`src/rtl/uart_conv8to16.sv`:
```
// uart_conv8to16: pairs UART bytes (high first) into 16-bit words.
// Optional build macro UART_CONV_TAG_CHECK_EN: reject bad high-byte tags.
module uart_conv8to16 #(
  parameter int TIMEOUT_CYCLES = 250000,
  parameter int CNT_W          = 18
) (
  input  logic        clk,
  input  logic        rst,
  input  logic [7:0]  rx_data,
  input  logic        rx_done,
  output logic [15:0] data,
  output logic        conv8to16valid,
  output logic        timeout_err,
  output logic [15:0] word_cnt
);

  typedef enum logic {
    WAIT_HI,
    WAIT_LO
  } state_t;

  localparam logic [CNT_W-1:0] TERM =
    (TIMEOUT_CYCLES == 0) ? '0 : CNT_W'(TIMEOUT_CYCLES - 1);
  localparam bit TO_EN = (TIMEOUT_CYCLES != 0);

  state_t           state;
  logic [7:0]       hi_reg;
  logic [CNT_W-1:0] timer;
  logic             tag_ok;

`ifdef UART_CONV_TAG_CHECK_EN
  // High bytes carry a tag nibble; anything else means we are misaligned.
  assign tag_ok = rx_data[7:4] inside {4'h0, 4'h3, 4'h4, 4'h5, 4'h6};
`else
  assign tag_ok = 1'b1;
`endif

  // Byte pairing FSM with inter-byte timeout; all outputs registered.
  always_ff @(posedge clk) begin
    if (rst) begin
      state          <= WAIT_HI;
      hi_reg         <= 8'h00;
      timer          <= '0;
      data           <= 16'h0000;
      conv8to16valid <= 1'b0;
      timeout_err    <= 1'b0;
      word_cnt       <= 16'h0000;
    end else begin
      conv8to16valid <= 1'b0;
      timeout_err    <= 1'b0;
      unique case (state)
        WAIT_HI: begin
          if (rx_done && tag_ok) begin
            hi_reg <= rx_data;
            timer  <= '0;
            state  <= WAIT_LO;
          end else if (rx_done) begin
            timeout_err <= 1'b1;
          end
        end
        WAIT_LO: begin
          if (rx_done) begin
            data           <= {hi_reg, rx_data};
            conv8to16valid <= 1'b1;
            word_cnt       <= word_cnt + 16'd1;
            state          <= WAIT_HI;
          end else if (TO_EN) begin
            if (timer == TERM) begin
              timeout_err <= 1'b1;
              state       <= WAIT_HI;
            end else begin
              timer <= timer + 1'b1;
            end
          end else begin
            timer <= '0;
          end
        end
        default: state <= WAIT_HI;
      endcase
    end
  end

endmodule

```
`config.mk`:
```
export PLATFORM = sky130hd
export DESIGN_NAME = uart_conv8to16
export DESIGN_NICKNAME = d
export VERILOG_FILES = /design/src/rtl/uart_conv8to16.sv
export SDC_FILE = /design/constraint.sdc
export NUM_CORES = 1
export LEC_CHECK = 0
export ABC_AREA = 1
export BUFFER_PORTS_ARGS = -buffer_cell sky130_fd_sc_hd__buf_2
export CAP_MARGIN = 20
export CORE_ASPECT_RATIO = 0.7
export CORE_MARGIN = 3
export CORE_UTILIZATION = 40
export CTS_CLUSTER_SIZE = 16
export DETAILED_ROUTE_END_ITERATION = 16
export PLACE_DENSITY = 0.66
export SLEW_MARGIN = 20
export SYNTH_ARGS = -nofsm -noshare
export SYNTH_HDL_FRONTEND = slang
export SYNTH_SLANG_ARGS = --single-unit
```
`constraint.sdc`:
```
create_clock -name clk -period 3.9 [get_ports clk]
set_input_delay 0.78 -clock clk [delete_from_list [all_inputs] [get_ports clk]]
set_output_delay 0.78 -clock clk [all_outputs]
set_load 0.01 [all_outputs]
```
==> impl_metrics.toml <==
[clocking]
clk_latency_ns = 0.34
path_clk_slew_ns = 0.06
cts-root-buf = "clkbuf_8"
cts_max_level = 3
post-cts-setup-buffers = 0
cts.repair.resized = 0
cts_sinks = 61
ctsHoldBuffers = 0
cts_made_buffers = 9
cts_tree = "yes"
cts_buffer_depth = 2

[critical_path]
cp_common_cell = "nand2_1"
required_ns = 4.18
crit_path_max_fanout = 11
crit_path_start_kind = "flop"
cp_cell_sequence = "ha_1 > nand2_1 > nor2_1 > nand3_2 > nand2_2 > nand2_2 > nor2_1 > nand2_1 > nand2_1"
setup.worst_path.end_class = "flop"
critPathSlowestCell = "dfxtp_1"
crit_path_max_incr_delay_ns = 0.42
cp_num_buf_inv = 0
worstSetupPathType = "reg2reg"
cp.arrival_ns = 2.25
crit_family = "simple AND/OR/NAND/NOR gates"

[placed_design]
place_ws_ns = 1.64
gp_congestion = 0.881
hpwl_um = 4880
io_buffer_count = 44

[routing]
dr.pass1.iters = 4
drt_iter0_drc = 141
routed_wl_um = 6750
wire_per_inst_um = 11.9
drtAntennaViolNets = 0
remaining_drc_errors = 0
dr_total_vias = 2791
vias_per_cell = 4.92

[timing]
min_period_over_period_pct = 50.5
finalSetupViolCount = 0
final.min_clock_period_ns = 1.97
setup_ws_ns = 1.93
final_hold_viol_count = 0
drv_slew = 0
tightest_slew_ns = 0.584
fmax_ghz = 0.508
setup_tns_ns = 0
slew_headroom_pct = 61.0
fin_skew_ns = 0.00780
rsz0062_at_grt = "false"

[global_routing]
grt_pass1_wl_um = 11800
grt_use_met2_pct = 27.5
use_met1_pct = 23.3
grt_max_degree = 30
top_usage_layer = "met2"
grt_overflow_total = 0
first_global_vias = 2596
grt_use_met3_pct = 4.88
antenna_found_initial = 0
grt_usage_pct = 17.6

[layout]
drive_gt1_share_pct = 15.9
nFillCells = 699
largest_register_ffs = 18
syn_to_final_growth_pct = 16.4
largest-register = "timer"
antenna_cells = 0
nNetsFinal = 481
reg_top3 = "timer: 18 flops, data: 16 flops, word_cnt: 16 flops"

[hold_path]
hold_class = "reg2reg"

[power]
power_density_mw_per_mm2 = 389
p_leak_uw = 0.00142
vdd_drop_max_mv = 0.259

[logic_synthesis]
yosys_register_bits = 61
syn_area_sq_mm = 0.00288
ys_types = 30
syn_avg_cell_area_sq_um = 6.75
syn-num-nets = 439
yosysSeqAreaShare_pct = 42.5
ys_warn_count = 0
syn_inst = 426

[die]
start_util_pct = 42.0
num_rows = 25
die_h_um = 77.0
die_w_um = 107
core-area_sq_mm = 0.00685
dieArea_sq_mm = 0.00826
io_pins = 45

[run]
drv_cap = 0

[status]
status = "finished clean"
where the power goes:
part           switching [uW]  total [uW]  internal (uW)
registers                10.6         653            642
logic                    60.0        88.7           28.7
clock network             249         559            311
cell usage after synthesis:
library cell	count	area, sq um
buf_6	1	11.3
nor2_1	105	394
clkbuf_1	9	33.8
nand2_1	84	315
nand2_2	6	37.5
and3_1	1	6.26
a31o_2	1	8.76
xor2_1	3	26.3
o211ai_1	2	15.0
nand3_1	29	145
inv_2	2	7.51
a21oi_1	21	105
nor3_1	5	25.0
o21bai_1	1	7.51
nor2_4	5	56.3
buf_2	3	15.0
ha_1	2	25.0
nand3_2	1	10.0
o21a_1	3	22.5
and2_1	1	6.26
dfxtp_1	61	1220
o21ai_0	30	150
buf_4	1	7.51
clkinv_1	1	3.75
nor4_1	2	12.5
nand4_1	10	62.6
nor3b_1	1	7.51
a21o_1	1	7.51
nor2_2	1	6.26
inv_1	33	124
through the flow:
step                total power, uW  util, %  instance area, sq um  hold WS (ns)  cells
floorplan                       727        -                  2880         0.438    426
detailed placement              756     46.0                  3150         0.458    551
finish                         1300     48.9                  3350         0.469    567
global route                   1360     48.9                  3350         0.498    567
CTS                            1320     48.9                  3350         0.468    567
global placement                754     46.0                  3150         0.459    551
final timing paths:
| path | slack [ns] | to | from | cells past startpoint |
|---|---|---|---|---|
| worst min register to register | 0.47 | hi_reg[0]$_SDFFE_PP0P_ | hi_reg[0]$_SDFFE_PP0P_ | 2 |
| worst min-delay path | 0.47 | hi_reg[0]$_SDFFE_PP0P_ | hi_reg[0]$_SDFFE_PP0P_ | 2 |
| worst max register to register | 1.93 | timer[6]$_SDFFE_PP0P_ | timer[0]$_SDFFE_PP0P_ | 9 |
| worst max-delay path | 1.93 | timer[6]$_SDFFE_PP0P_ | timer[0]$_SDFFE_PP0P_ | 9 |
metal layers:
metal  share of wire [%]  wire length (um)  vias up
met1                  46              3140     1247
met3                 8.0               539        9
li1                    -                 -     1459
met2                  44              2990       76
met4                 1.2                82        0
met5                   0                 0        -
worst min-delay path, cell delays in order, from the launching register on:
cell     delay, ns
dfxtp_1       0.31
nand2_1       0.06
a21oi_1       0.05
logic make-up after synthesis:
kind of cell | count (synthesis) | synth area share, %
xor+xnor | 3 | 0.914
compound gates | 59 | 11.0
fa+ha+maj | 2 | 0.870
buf+inv | 50 | 7.05
flops | 61 | 42.5
simple gates | 251 | 37.7
layout make-up:
cell class,count,area [sq um],area share (%)
tap,94,118,3.51
clock inverter,4,47.5,1.42
clock buffer,12,145,4.34
sequential,61,1220,36.5
multi-input combinational,315,1450,43.4
inverter,36,135,4.04
timing repair buffer,45,228,6.80
cells in the final DEF (no fill, tap or decap), drive strengths merged:
cell | synthesis | layout
a21o | 1 | 1
a21oi | 21 | 21
a31o | 1 | 1
and2 | 1 | 1
and3 | 1 | 1
buf | 5 | 45
bufinv | 0 | 1
clkbuf | 9 | 12
clkinv | 1 | 3
clkinvlp | 0 | 1
dfxtp | 61 | 61
ha | 2 | 2
inv | 35 | 35
nand2 | 90 | 90
nand3 | 30 | 30
nand4 | 10 | 10
nor2 | 111 | 111
nor3 | 5 | 5
nor3b | 1 | 1
nor4 | 2 | 2
o211ai | 2 | 2
o21a | 3 | 3
o21ai | 30 | 30
o21bai | 1 | 1
xor2 | 3 | 3
(Power assumes the default switching activity.)
